[config.mk]
export PLATFORM = sky130hd
export DESIGN_NAME = input_conditioner
export DESIGN_NICKNAME = d
export VERILOG_FILES = /design/src/rtl/input_cond_pkg.sv /design/src/rtl/input_conditioner_debounce_bit.sv /design/src/rtl/input_conditioner.sv
export SDC_FILE = /design/constraint.sdc
export NUM_CORES = 1
export LEC_CHECK = 0
export BUFFER_PORTS_ARGS = -buffer_cell sky130_fd_sc_hd__buf_2
export CAP_MARGIN = 10
export CORE_ASPECT_RATIO = 0.5
export CORE_MARGIN = 1.5
export CORE_UTILIZATION = 55
export CTS_CLUSTER_SIZE = 10
export DETAILED_ROUTE_END_ITERATION = 6
export PLACE_DENSITY = 0.78
export SYNTH_ARGS = -nofsm -noshare
export SYNTH_HDL_FRONTEND = slang
export SYNTH_SLANG_ARGS = --single-unit
[constraint.sdc]
create_clock -name clk -period 4.15 [get_ports clk]
set_clock_uncertainty 0.1 [all_clocks]
set_input_delay 0.83 -clock clk [delete_from_list [all_inputs] [get_ports clk]]
set_output_delay 0.83 -clock clk [all_outputs]
set_load 0.01 [all_outputs]
[src/rtl/input_cond_pkg.sv]
// Shared types and default constants for the input conditioner.
package input_cond_pkg;

  typedef enum logic [1:0] {
    ST_LO   = 2'd0,
    WAIT_HI = 2'd1,
    ST_HI   = 2'd2,
    WAIT_LO = 2'd3
  } deb_state_t;

  localparam int DEF_SYNC_STAGES     = 2;
  localparam int DEF_DEBOUNCE_CYCLES = 1000000;
  localparam int DEF_REPEAT_CYCLES   = 25000000;

endpackage

[src/rtl/input_conditioner_debounce_bit.sv]
// Single-bit synchronizer + debouncer with edge pulses.
// Optional auto-repeat of the rise pulse for button bits when
// BTN_AUTOREPEAT_EN is defined.
module debounce_bit
  import input_cond_pkg::*;
#(
  parameter int SYNC_STAGES     = DEF_SYNC_STAGES,
  parameter int DEBOUNCE_CYCLES = DEF_DEBOUNCE_CYCLES,
  parameter int REPEAT_CYCLES   = DEF_REPEAT_CYCLES,
  parameter bit IS_BTN          = 1'b0
) (
  input  logic clk,
  input  logic rst_n,
  input  logic raw,
  output logic clean,
  output logic rise,
  output logic fall
);

  localparam int CNT_W = $clog2(DEBOUNCE_CYCLES + 1);
  localparam logic [CNT_W-1:0] CNT_ONE  = CNT_W'(1);
  localparam logic [CNT_W-1:0] CNT_LAST = CNT_W'(DEBOUNCE_CYCLES - 1);
  localparam logic [CNT_W-1:0] CNT_MAX  = '1;

  logic [SYNC_STAGES-1:0] sync_chain_q;
  logic [SYNC_STAGES-1:0] sync_chain_d;
  logic                   sync_q;
  deb_state_t             state_q;
  logic [CNT_W-1:0]       cnt_q;
  logic [CNT_W-1:0]       cnt_inc;
  logic                   rise_q;
  logic                   fall_q;
  logic                   rep_pulse;

  assign sync_chain_d = {sync_chain_q[SYNC_STAGES-2:0], raw};
  assign sync_q       = sync_chain_q[SYNC_STAGES-1];

  // Saturating increment: the count must never wrap back to zero.
  assign cnt_inc = (cnt_q == CNT_MAX) ? cnt_q : cnt_q + CNT_ONE;

  // Metastability synchronizer: shift raw level through the flop chain.
  always_ff @(posedge clk or negedge rst_n) begin
    if (!rst_n) sync_chain_q <= '0;
    else        sync_chain_q <= sync_chain_d;
  end

  // Debounce FSM: a new level is accepted only after an unbroken stable run.
  always_ff @(posedge clk or negedge rst_n) begin
    if (!rst_n) begin
      state_q <= ST_LO;
      cnt_q   <= '0;
      rise_q  <= 1'b0;
      fall_q  <= 1'b0;
    end else begin
      rise_q <= 1'b0;
      fall_q <= 1'b0;
      unique case (state_q)
        ST_LO: begin
          if (sync_q) begin
            state_q <= WAIT_HI;
            cnt_q   <= CNT_ONE;
          end
        end
        WAIT_HI: begin
          if (!sync_q) begin
            state_q <= ST_LO;
            cnt_q   <= '0;
          end else if (cnt_q >= CNT_LAST) begin
            state_q <= ST_HI;
            cnt_q   <= '0;
            rise_q  <= 1'b1;
          end else begin
            cnt_q <= cnt_inc;
          end
        end
        ST_HI: begin
          if (!sync_q) begin
            state_q <= WAIT_LO;
            cnt_q   <= CNT_ONE;
          end
        end
        WAIT_LO: begin
          if (sync_q) begin
            state_q <= ST_HI;
            cnt_q   <= '0;
          end else if (cnt_q >= CNT_LAST) begin
            state_q <= ST_LO;
            cnt_q   <= '0;
            fall_q  <= 1'b1;
          end else begin
            cnt_q <= cnt_inc;
          end
        end
        default: begin
          state_q <= ST_LO;
          cnt_q   <= '0;
        end
      endcase
    end
  end

`ifdef BTN_AUTOREPEAT_EN
  localparam int REP_W = $clog2(REPEAT_CYCLES + 1);
  localparam logic [REP_W-1:0] REP_LAST = REP_W'(REPEAT_CYCLES - 1);
  localparam logic [REP_W-1:0] REP_ONE  = REP_W'(1);

  if (IS_BTN) begin : g_rep
    logic [REP_W-1:0] rep_cnt_q;
    logic             rep_pulse_q;

    // Repeat timer: runs only while the level is settled high; any exit clears it.
    always_ff @(posedge clk or negedge rst_n) begin
      if (!rst_n) begin
        rep_cnt_q   <= '0;
        rep_pulse_q <= 1'b0;
      end else if (state_q == ST_HI && sync_q) begin
        if (rep_cnt_q >= REP_LAST) begin
          rep_cnt_q   <= '0;
          rep_pulse_q <= 1'b1;
        end else begin
          rep_cnt_q   <= rep_cnt_q + REP_ONE;
          rep_pulse_q <= 1'b0;
        end
      end else begin
        rep_cnt_q   <= '0;
        rep_pulse_q <= 1'b0;
      end
    end

    assign rep_pulse = rep_pulse_q;
  end else begin : g_no_rep
    assign rep_pulse = 1'b0;
  end
`else
  localparam int rep_cycles_unused = REPEAT_CYCLES;
  assign rep_pulse = 1'b0;
`endif

  assign clean = (state_q == ST_HI) || (state_q == WAIT_LO);
  assign rise  = IS_BTN ? (rise_q | rep_pulse) : 1'b0;
  assign fall  = IS_BTN ? fall_q : 1'b0;

endmodule

[src/rtl/input_conditioner.sv]
// Board input front end: one synchronizer/debouncer per switch and button
// bit. Buttons additionally produce press/release pulses.
// Optional macro BTN_AUTOREPEAT_EN enables periodic press re-pulsing.
module input_conditioner
  import input_cond_pkg::*;
#(
  parameter int N_SW            = 16,
  parameter int N_BTN           = 4,
  parameter int SYNC_STAGES     = DEF_SYNC_STAGES,
  parameter int DEBOUNCE_CYCLES = DEF_DEBOUNCE_CYCLES,
  parameter int REPEAT_CYCLES   = DEF_REPEAT_CYCLES
) (
  input  logic             clk,
  input  logic             rst_n,
  input  logic [N_SW-1:0]  swt_raw,
  input  logic [N_BTN-1:0] btn_raw,
  output logic [N_SW-1:0]  swt_clean,
  output logic [N_BTN-1:0] btn_clean,
  output logic [N_BTN-1:0] btn_press,
  output logic [N_BTN-1:0] btn_release
);

  // Switch edge pulses are tied low inside the instances and not consumed.
  logic [N_SW-1:0] sw_rise_unused;
  logic [N_SW-1:0] sw_fall_unused;

  for (genvar i = 0; i < N_SW; i++) begin : g_sw
    debounce_bit #(
      .SYNC_STAGES    (SYNC_STAGES),
      .DEBOUNCE_CYCLES(DEBOUNCE_CYCLES),
      .REPEAT_CYCLES  (REPEAT_CYCLES),
      .IS_BTN         (1'b0)
    ) u_deb (
      .clk  (clk),
      .rst_n(rst_n),
      .raw  (swt_raw[i]),
      .clean(swt_clean[i]),
      .rise (sw_rise_unused[i]),
      .fall (sw_fall_unused[i])
    );
  end

  for (genvar j = 0; j < N_BTN; j++) begin : g_btn
    debounce_bit #(
      .SYNC_STAGES    (SYNC_STAGES),
      .DEBOUNCE_CYCLES(DEBOUNCE_CYCLES),
      .REPEAT_CYCLES  (REPEAT_CYCLES),
      .IS_BTN         (1'b1)
    ) u_deb (
      .clk  (clk),
      .rst_n(rst_n),
      .raw  (btn_raw[j]),
      .clean(btn_clean[j]),
      .rise (btn_press[j]),
      .fall (btn_release[j])
    );
  end

endmodule

==> impl_metrics.ini, run 1 <==
[sta]
setup_viol = 0
layout_min_cycle_time_ps = 3020
worst_pin_slew_ps = 1200
finalSetupTns_ps = 0
period_share_pct = 72.7
rsz0062_at_grt = no
fmax_ghz = 0.332
hold_viol = 0
drv_slew = 0
maxSlewHeadroom_pct = 19.5

[logic_synthesis]
syn_inst = 3087
synth_nets = 3129
synth_top_area_share_pct = 45.3
yosysSeqAreaShare_pct = 45.3
yosysMostFrequentCell = dfrtp_1
yosys_most_used_dff = dfrtp_1
ys_ff_latch = 488
synth-edff-count = 0
synth_top_area_cell = dfrtp_1
yosysUniqueCellTypes = 86
synth.avg_cell_area_um2 = 8.72
synth_area_leaders = dfrtp_1 (45%), a21oi_1 (5.3%), nand2_1 (4.4%)
ys_top_cells_by_count = dfrtp_1 (488), nand2_1 (316), a21oi_1 (285)
yosysWarnings = 0
async_flop_share_pct = 100
synth_area_um2 = 26900

[drt]
drc = 0
drt_iter0_drc = 1798
final_antenna_net_count = 0
firstDrtPassIters = 5
routed_wl_um = 56700
via_count = 23303
wire_per_inst_um = 15.4
via_per_inst = 6.34

[cts]
clock-root-buffer = clkbuf_16
clk_pin_slew_ps = 60
numCtsBuffers = 54
clock_latency_ps = 580
cts_hold_buf = 0
htreeDepth = 2
cts_resized = 0
cts_setup_buffers = 0
tritoncts = built
cts_sinks = 488
cts_buffer_depth = 3

[critical_path]
cp_data_required_time_ps = 4540
path_cells = ha_1 -> and4_1 -> a2111oi_0 -> nor3b_1 -> nor2_1 -> buf_4 -> o21ai_0 -> a31oi_1
worst_ep_arrival_time_ps = 3410
cp_top_family = simple AND/OR/NAND/NOR gates
cp.buffers_inverters = 1
start_kind = flip-flop
setup.worst_path.end_class = flip-flop
crit_type = reg -> reg
critPathSlowestCell = nor2_1
slowest_delay_ps = 630
cp_max_fo = 19

[finish]
num_antenna_cells = 0
syn_to_final_growth_pct = 6.81
fin_nets = 3067
layout-drive-gt1-share_pct = 6.41

[floorplan]
start_util_pct = 55.6
fp-row-count = 57
coreArea_um2 = 48400
dieArea_um2 = 50400
chipWidth_um = 316
die_h_um = 159
ios = 50

[global_route]
grt_pass1_wl_um = 99800
antenna_found_initial = 0
gr-total-overflow = 0
grt_usage_pct = 22.5
grt_max_degree = 140
grt_pass1_vias = 21560

[power]
power_leakage_nw = 11.9
cellPowerDensity_nw_per_um2 = 409
vdd_drop_max_mv = 0.329
finalPower_mw = 11.8

[outcome]
status = completed

[placed_design]
gp_congestion = 0.873
numPortBuffers = 49
hpwlAfterDp_um = 37400

[job]
drv_cap = 0

[worst_hold_path]
holdCritPathClass = in -> async
-- kinds of logic after synthesis --
| group | synth area share, % |
|---|---|
| AO/OA/AOI/OAI | 22.2 |
| XOR/XNOR | 1.43 |
| adder cells (fa/ha/maj) | 0.929 |
| buffers and inverters | 4.13 |
| flip-flops | 45.3 |
| multiplexers | 1.17 |
| AND/OR/NAND/NOR | 24.8 |
-- per-stage QoR --
stage          std cells  hold slack (ps)  instance area, um2  setup slack (ps)  utilization, %
2_1_floorplan       3087              231               26900              1780               -
3_3_place_gp        3618              232               27300              1340            56.4
3_5_place_dp        3618              236               27300              1150            56.4
4_1_cts             3677             63.3               28800              1150            59.4
5_1_grt             3677             81.5               28800               821            59.4
6_report            3677             66.4               28800              1130            59.4
-- per-layer routing --
metal | share of wire [%] | global-route usage, % | up-vias
li1 | - | - | 11444
met1 | 47 | 31.9 | 11306
met2 | 47 | 36.9 | 487
met3 | 4.2 | 3.26 | 66
met4 | 1.2 | 4.55 | 0
met5 | 0 | 0 | -
-- layout by cell type, fill, tap and decap left out, types with 14 or more instances in the layout --
| cell | Yosys | routed |
|---|---|---|
| xnor2_1 | 14 | 14 |
| nor3_1 | 67 | 67 |
| nor4_1 | 33 | 33 |
| nand2b_1 | 35 | 35 |
| or4_1 | 20 | 20 |
| a41oi_1 | 57 | 57 |
| o31ai_1 | 23 | 23 |
| inv_1 | 59 | 59 |
| a22o_1 | 28 | 28 |
| and4_1 | 48 | 48 |
| clkbuf_16 | 0 | 57 |
| o211ai_1 | 18 | 18 |
| xor2_1 | 30 | 30 |
| a21oi_1 | 285 | 284 |
| buf_2 | 35 | 48 |
| buf_4 | 31 | 20 |
| a31oi_1 | 173 | 173 |
| and2_1 | 50 | 50 |
| mux2_2 | 19 | 19 |
| nand2_1 | 316 | 316 |
| dfrtp_1 | 488 | 488 |
| or3_1 | 36 | 36 |
| nand3_1 | 218 | 218 |
| nor2_1 | 227 | 227 |
| o21ai_0 | 189 | 188 |
| or2_2 | 21 | 21 |
| and3_1 | 73 | 73 |
| ha_1 | 20 | 20 |
| a21o_1 | 40 | 40 |
| nand4_1 | 109 | 109 |
-- report_power, final --
part / internal (mW) / switching [mW] / total [mW]
Sequential: 5.03 / 0.317 / 5.34
Combinational: 0.773 / 1.48 / 2.25
Clock: 2.39 / 1.78 / 4.17
-- worst paths after layout --
| path | cells past startpoint | to | start | slack (ps) |
|---|---|---|---|---|
| setup / recovery | 8 | g_sw[2].u_deb.cnt_q[14] | g_sw[2].u_deb.cnt_q[0] | 1130 |
| hold reg to reg | 0 | g_sw[2].u_deb.sync_chain_q[1] | g_sw[2].u_deb.sync_chain_q[0] | 240 |
| setup reg to reg | 8 | g_sw[2].u_deb.cnt_q[14] | g_sw[2].u_deb.cnt_q[0] | 1130 |
| hold / removal | 1 | g_sw[13].u_deb.cnt_q[1] | rst_n | 70 |
| max in group asynchronous | 2 | g_btn[0].u_deb.cnt_q[4] | rst_n | 2760 |
| min in group clk | 0 | g_sw[2].u_deb.sync_chain_q[1] | g_sw[2].u_deb.sync_chain_q[0] | 240 |
-- state kept, by name, indices dropped and copies added, names as in the netlist, named ones only --
signal and count:
g_sw.u_deb.cnt_q 320, g_btn.u_deb.cnt_q 80, g_sw.u_deb.sync_chain_q 32, g_sw.u_deb.state_q 16, g_btn.u_deb.sync_chain_q 8, g_btn.u_deb.fall 4, g_btn.u_deb.rise 4, g_btn.u_deb.state_q 4
-- final cells by class --
| cell class | count | area, um2 |
|---|---|---|
| clock buffer | 59 | 1430 |
| fill | 4076 | 19700 |
| inverter | 59 | 221 |
| multi-input combinational | 2350 | 13600 |
| sequential | 488 | 12200 |
| tap | 649 | 812 |
| timing repair buffer | 72 | 465 |
Note: power is estimated with default switching activity, not from simulation.
==> run 2, diff against run 1 <==
- clock period: 4.15 -> 3 ns (I/O delays scaled with it)
==> run 2 against run 1 <==
  * Non-clock buffer count rose by 61
  * First-iteration DRC count is 5.7% higher
  * Register-to-register slack got worse by 700 ps
  * Sequential power rose by 38%
  * Die area unchanged
  * Worst setup slack lost 700 ps
==> impl_metrics.ini, run 2 (same netlist as run 1, synthesis figures left out) <==
[power]
p_comb_share_pct = 20.2
internal-power_mw = 11.4
switching_share_pct = 30.7
seqPwrFrac_pct = 45.1
cellPowerDensity_nw_per_um2 = 559
power_leakage_nw = 12.2
finalPower_mw = 16.4
power_switching_mw = 5.03
vdd_drop_max_mv = 0.391
p_clk_share_pct = 34.7

[critical_path]
cp_data_required_time_ps = 3420
start_kind = flip-flop
critPathSlowestCell = or4_1
crit_type = reg -> reg
crit_top_cell = or4_1
setup.worst_path.end_class = flip-flop
cp_top_family = simple AND/OR/NAND/NOR gates
cp_max_fo = 12
slowest_delay_ps = 530
worst_ep_arrival_time_ps = 2980
cp.buffers_inverters = 0
path_cells = or4_1 -> a311oi_1 -> o311ai_1 -> a21o_1 -> or4_1 -> nand3_1

[global_route]
grt_pass1_wl_um = 101000
grt_max_degree = 84
grt_usage_pct = 22.9
gr-total-overflow = 0
antenna_found_initial = 0
grt_pass1_vias = 22172

[finish]
layout_commonest_cell = dfrtp_1
regMostFlops = g_sw.u_deb.cnt_q
largest_registers = g_sw.u_deb.cnt_q (320), g_btn.u_deb.cnt_q (80), g_sw.u_deb.sync_chain_q (32)
fin_nets = 3128
largest_reg_flops = 320
syn_to_final_growth_pct = 8.77
num_antenna_cells = 0
layout-drive-gt1-share_pct = 7.61
layout_common_cells = dfrtp_1 (488), nand2_1 (316), a21oi_1 (284)

[floorplan]
coreArea_um2 = 48400
dieArea_um2 = 50400
start_util_pct = 55.6
fp-row-count = 57
ios = 50
die_h_um = 159
chipWidth_um = 316

[sta]
maxSlewHeadroom_pct = 34.6
rsz0062_at_grt = no
drv_slew = 0
fin_ws_ps = 438
fmax_ghz = 0.390
setup_viol = 0
worst_pin_slew_ps = 977
hold_viol = 0
layout_min_cycle_time_ps = 2560
period_share_pct = 85.4
finalSetupTns_ps = 0

[placed_design]
place_worst_setup_slack_ps = 428
numPortBuffers = 49
gp_congestion = 0.883
hpwlAfterDp_um = 38500

[drt]
via_count = 23730
wl_met1_um = 27300
maxUsedRoutingLayer = met4
route.met3.wl_um = 2440
routed_wl_um = 57900
wire_per_inst_um = 15.5
drc = 0
firstDrtPassIters = 6
via_per_inst = 6.35
drt_iter0_drc = 1901
route.met2.wl_um = 27200
final_antenna_net_count = 0

[cts]
clk_pin_slew_ps = 50
clock_latency_ps = 590
cts_setup_buffers = 0
cts_buffer_depth = 3
htreeDepth = 2
tritoncts = built
numCtsBuffers = 54
cts_sinks = 488
clock-root-buffer = clkbuf_16

[outcome]
status = completed

[worst_hold_path]
holdCritPathClass = in -> reg

[job]
drv_cap = 0
[run 2: changes by cell type in the layout (fill, tap and decap cells not counted), sizes merged]
cell / before / now
inv: 59 / 60
clkbuf: 59 / 57
buf: 72 / 114
dlygate4sd3: 0 / 19
[run 2: power groups by stage]
stage | Sequential (mW) | Clock (mW) | Combinational (mW)
after floorplan | 7.38 | 0 | 2.50
after global placement | 7.46 | 0 | 3.14
after detailed placement | 7.49 | 0 | 3.26
after CTS | 7.38 | 5.86 | 3.29
after global routing | 7.46 | 6.11 | 3.71
final | 7.39 | 5.69 | 3.30
[run 2: final cells by class]
type	count	area, um2
Clock inverter	1	8.76
Clock buffer	57	1380
Timing Repair Buffer	133	1030
Multi-Input combinational cell	2350	13600
Inverter	59	221
Tap cell	649	812
Sequential cell	488	12200
Fill cell	4063	19100
[run 2: final timing paths]
| path | from | endpoint | slack, ps | cells after the start |
|---|---|---|---|---|
| setup reg to reg | g_sw[7].u_deb.cnt_q[11] | g_sw[7].u_deb.cnt_q[11] | 440 | 6 |
| hold / removal | swt_raw[5] | g_sw[5].u_deb.sync_chain_q[0] | 30 | 1 |
| min in group asynchronous | rst_n | asynchronous set/reset pin | 410 | 2 |
| hold reg to reg | g_sw[5].u_deb.sync_chain_q[0] | g_sw[5].u_deb.sync_chain_q[1] | 250 | 0 |
| max in group asynchronous | rst_n | g_sw[11].u_deb.cnt_q[6] | 1520 | 4 |
| setup / recovery | g_sw[7].u_deb.cnt_q[11] | g_sw[7].u_deb.cnt_q[11] | 440 | 6 |
[run 2: routing by layer]
layer	global-route usage (%)	vias up
met5	0	-
met4	6.31	0
met3	3.35	82
met2	37.7	538
met1	31.7	11551
li1	-	11559
[run 2: timing repair]
action | in CTS | in global routing
hold endpoints to repair | 59 | 0
resized for setup | 0 | 0
hold buffers | 19 | 0
[run 2: worst register-to-register path, delay by kind of cell, from the launching register on]
| kind | cells | cell delay (ps) |
|---|---|---|
| AOI/OAI and AO/OA | 3 | 820 |
| and+or+nand+nor | 3 | 1120 |
| DFF | 1 | 450 |
[run 2: per-stage QoR]
stage / util, % / hold slack (ps) / std cells / cell area (um2)
3_3_place_gp: 57.2 / 232 / 3660 / 27700
6_report: 60.5 / 27.9 / 3737 / 29300
2_1_floorplan: - / 204 / 3087 / 26900
3_5_place_dp: 57.2 / 236 / 3660 / 27700
4_1_cts: 60.5 / 4.98 / 3737 / 29300
5_1_grt: 60.5 / 9.58 / 3737 / 29300
==> run 3, diff against run 2 <==
- CTS_BUF_LIST: not set -> sky130_fd_sc_hd__clkbuf_4
- PLACE_DENSITY: 0.78 -> 0.79
- REMOVE_ABC_BUFFERS: not set -> 1
==> run 3 against run 2 <==
  * Clock power decreased by 5.3%
  * Wire length is 0.51% higher
  * Clock-buffer cell count grew 105
  * Critical path depth is the same
  * Fmax fell by 7.5%
  * Critical path type unchanged
  * Sequential power is essentially flat
  * Non-clock buffer count increased by 2
==> impl_metrics.ini, run 3 (same netlist as run 1, synthesis figures left out) <==
[global_route]
gr-total-overflow = 0
grt_pass1_vias = 22029
antenna_found_initial = 2
grt_pass1_wl_um = 101000
grt_max_degree = 76
grt_usage_pct = 23.0

[floorplan]
ios = 50
chipWidth_um = 316
die_h_um = 159
coreArea_um2 = 48400
fp-row-count = 57
start_util_pct = 55.6
dieArea_um2 = 50400

[drt]
routed_wl_um = 58200
final_antenna_net_count = 0
wire_per_inst_um = 15.0
drc = 0
firstDrtPassIters = 7
via_count = 23869
via_per_inst = 6.15
drt_iter0_drc = 2003

[sta]
layout_min_cycle_time_ps = 2770
fmax_ghz = 0.361
hold_viol = 0
drv_slew = 0
period_share_pct = 92.3
setup_viol = 0
holdWs_ps = 234
maxSlewHeadroom_pct = 16.7
worst_pin_slew_ps = 1240
rsz0062_at_grt = no

[finish]
layout_common_cells = dfrtp_1 (488), nand2_1 (316), a21oi_1 (284)
syn_to_final_growth_pct = 9.09
regMostFlops = g_sw.u_deb.cnt_q
layout_commonest_cell = dfrtp_1
layout-drive-gt1-share_pct = 10.9
largest_reg_flops = 320
instances_no_fill = 3879
largest_registers = g_sw.u_deb.cnt_q (320), g_btn.u_deb.cnt_q (80), g_sw.u_deb.sync_chain_q (32)
final_util_pct = 60.7
fin_nets = 3185

[critical_path]
worstSetupStartpoint = g_sw[15].u_deb.cnt_q[0]
cp_max_fo = 11
crit_type = reg -> reg
crit_top_cell = o21ai_0
worst_ep_arrival_time_ps = 3360
cp_data_required_time_ps = 3590
start_kind = flip-flop
setup.worst_path.end_class = flip-flop
slowest_delay_ps = 980
r2r-start = g_sw[15].u_deb.cnt_q[0]
critPathSlowestCell = o21ai_0
path_cells = ha_1 -> and2_1 -> a211oi_1 -> o21ai_0 -> o21ai_0 -> a22o_1

[cts]
clock-root-buffer = clkbuf_4
numCtsBuffers = 109
clock_latency_ps = 860
cts_buffer_depth = 3
clk_pin_slew_ps = 70
tritoncts = built
htreeDepth = 3
cts_resized = 0
cts_sinks = 488

[placed_design]
place_inst = 3660
numPortBuffers = 49
hpwlAfterDp_um = 38800
gp_congestion = 0.881

[power]
finalPower_mw = 16.0
cellPowerDensity_nw_per_um2 = 546
power_leakage_nw = 12.4
vdd_drop_max_mv = 0.323

[worst_hold_path]
holdCritPathClass = reg -> reg
min_from = g_btn[1].u_deb.sync_chain_q[0]

[job]
drv_cap = 0

[outcome]
status = completed
[run 3: changes by cell type in the layout (fill, tap and decap cells not counted), moves of 2 or more]
| cell | before | now |
|---|---|---|
| inv_2 | 0 | 2 |
| clkinv_1 | 0 | 23 |
| dlygate4sd3_1 | 19 | 21 |
| clkbuf_4 | 0 | 162 |
| clkbuf_16 | 55 | 0 |
| clkinv_2 | 0 | 3 |
| bufinv_16 | 0 | 3 |
| clkbuf_1 | 2 | 0 |
| diode_2 | 0 | 2 |
[run 3: routing by layer]
| metal | vias to the layer above | part of all wire (%) | GRT usage [%] |
|---|---|---|---|
| met2 | 540 | 47 | 36.7 |
| met1 | 11456 | 48 | 32.1 |
| met3 | 88 | 4.4 | 4.12 |
| met4 | 0 | 1.4 | 6.94 |
| met5 | - | 0 | 0 |
| li1 | 11785 | - | - |
[run 3: repair_timing]
action	4_1_cts	5_1_grt
hold endpoints to repair	78	0
hold buffers	21	0
setup buffers	0	0
[run 3: path summary, 6_finish.rpt]
| kind | to | slack, ps | cells after the start |
|---|---|---|---|
| max reg2reg | g_sw[15].u_deb.cnt_q[17] | 230 | 6 |
| max | g_sw[15].u_deb.cnt_q[17] | 230 | 6 |
| min reg2reg | g_btn[1].u_deb.sync_chain_q[1] | 230 | 0 |
| min in group asynchronous | g_sw[7].u_deb.cnt_q[1] | 260 | 2 |
| min | g_btn[1].u_deb.sync_chain_q[1] | 230 | 0 |
| max in group asynchronous | g_sw[3].u_deb.cnt_q[7] | 1740 | 3 |
[run 3: worst max-delay path: cells and delay by family (launching register included)]
family / cells / cell delay, ps
DFF: 1 / 410
and+or+nand+nor: 1 / 270
adders and majority gates: 1 / 180
AOI/OAI and AO/OA: 4 / 1660
[run 3: cell type report]
| type | instances | area [um2] |
|---|---|---|
| clock buffer | 162 | 1220 |
| fill | 4041 | 19000 |
| timing repair buffer | 135 | 1070 |
| antenna | 2 | 5.00 |
| multi-input combinational | 2350 | 13600 |
| tap | 649 | 812 |
| inverter | 59 | 221 |
| sequential | 488 | 12200 |
| clock inverter | 34 | 225 |
[run 3: metrics by stage]
step	setup TNS (ps)	worst slack (ps)	cell area, um2
floorplan	-1170	-149	26000
global placement	0	478	27700
detailed placement	0	351	27700
CTS	0	301	29400
global route	0	59.1	29400
finish	0	230	29400
[run 3: power by group]
part	leakage, nW	internal (mW)	switching [mW]
combinational	4.98	1.21	2.08
sequential	6.59	6.94	0.434
clock	0.857	2.74	2.65
total	12.4	10.9	5.17
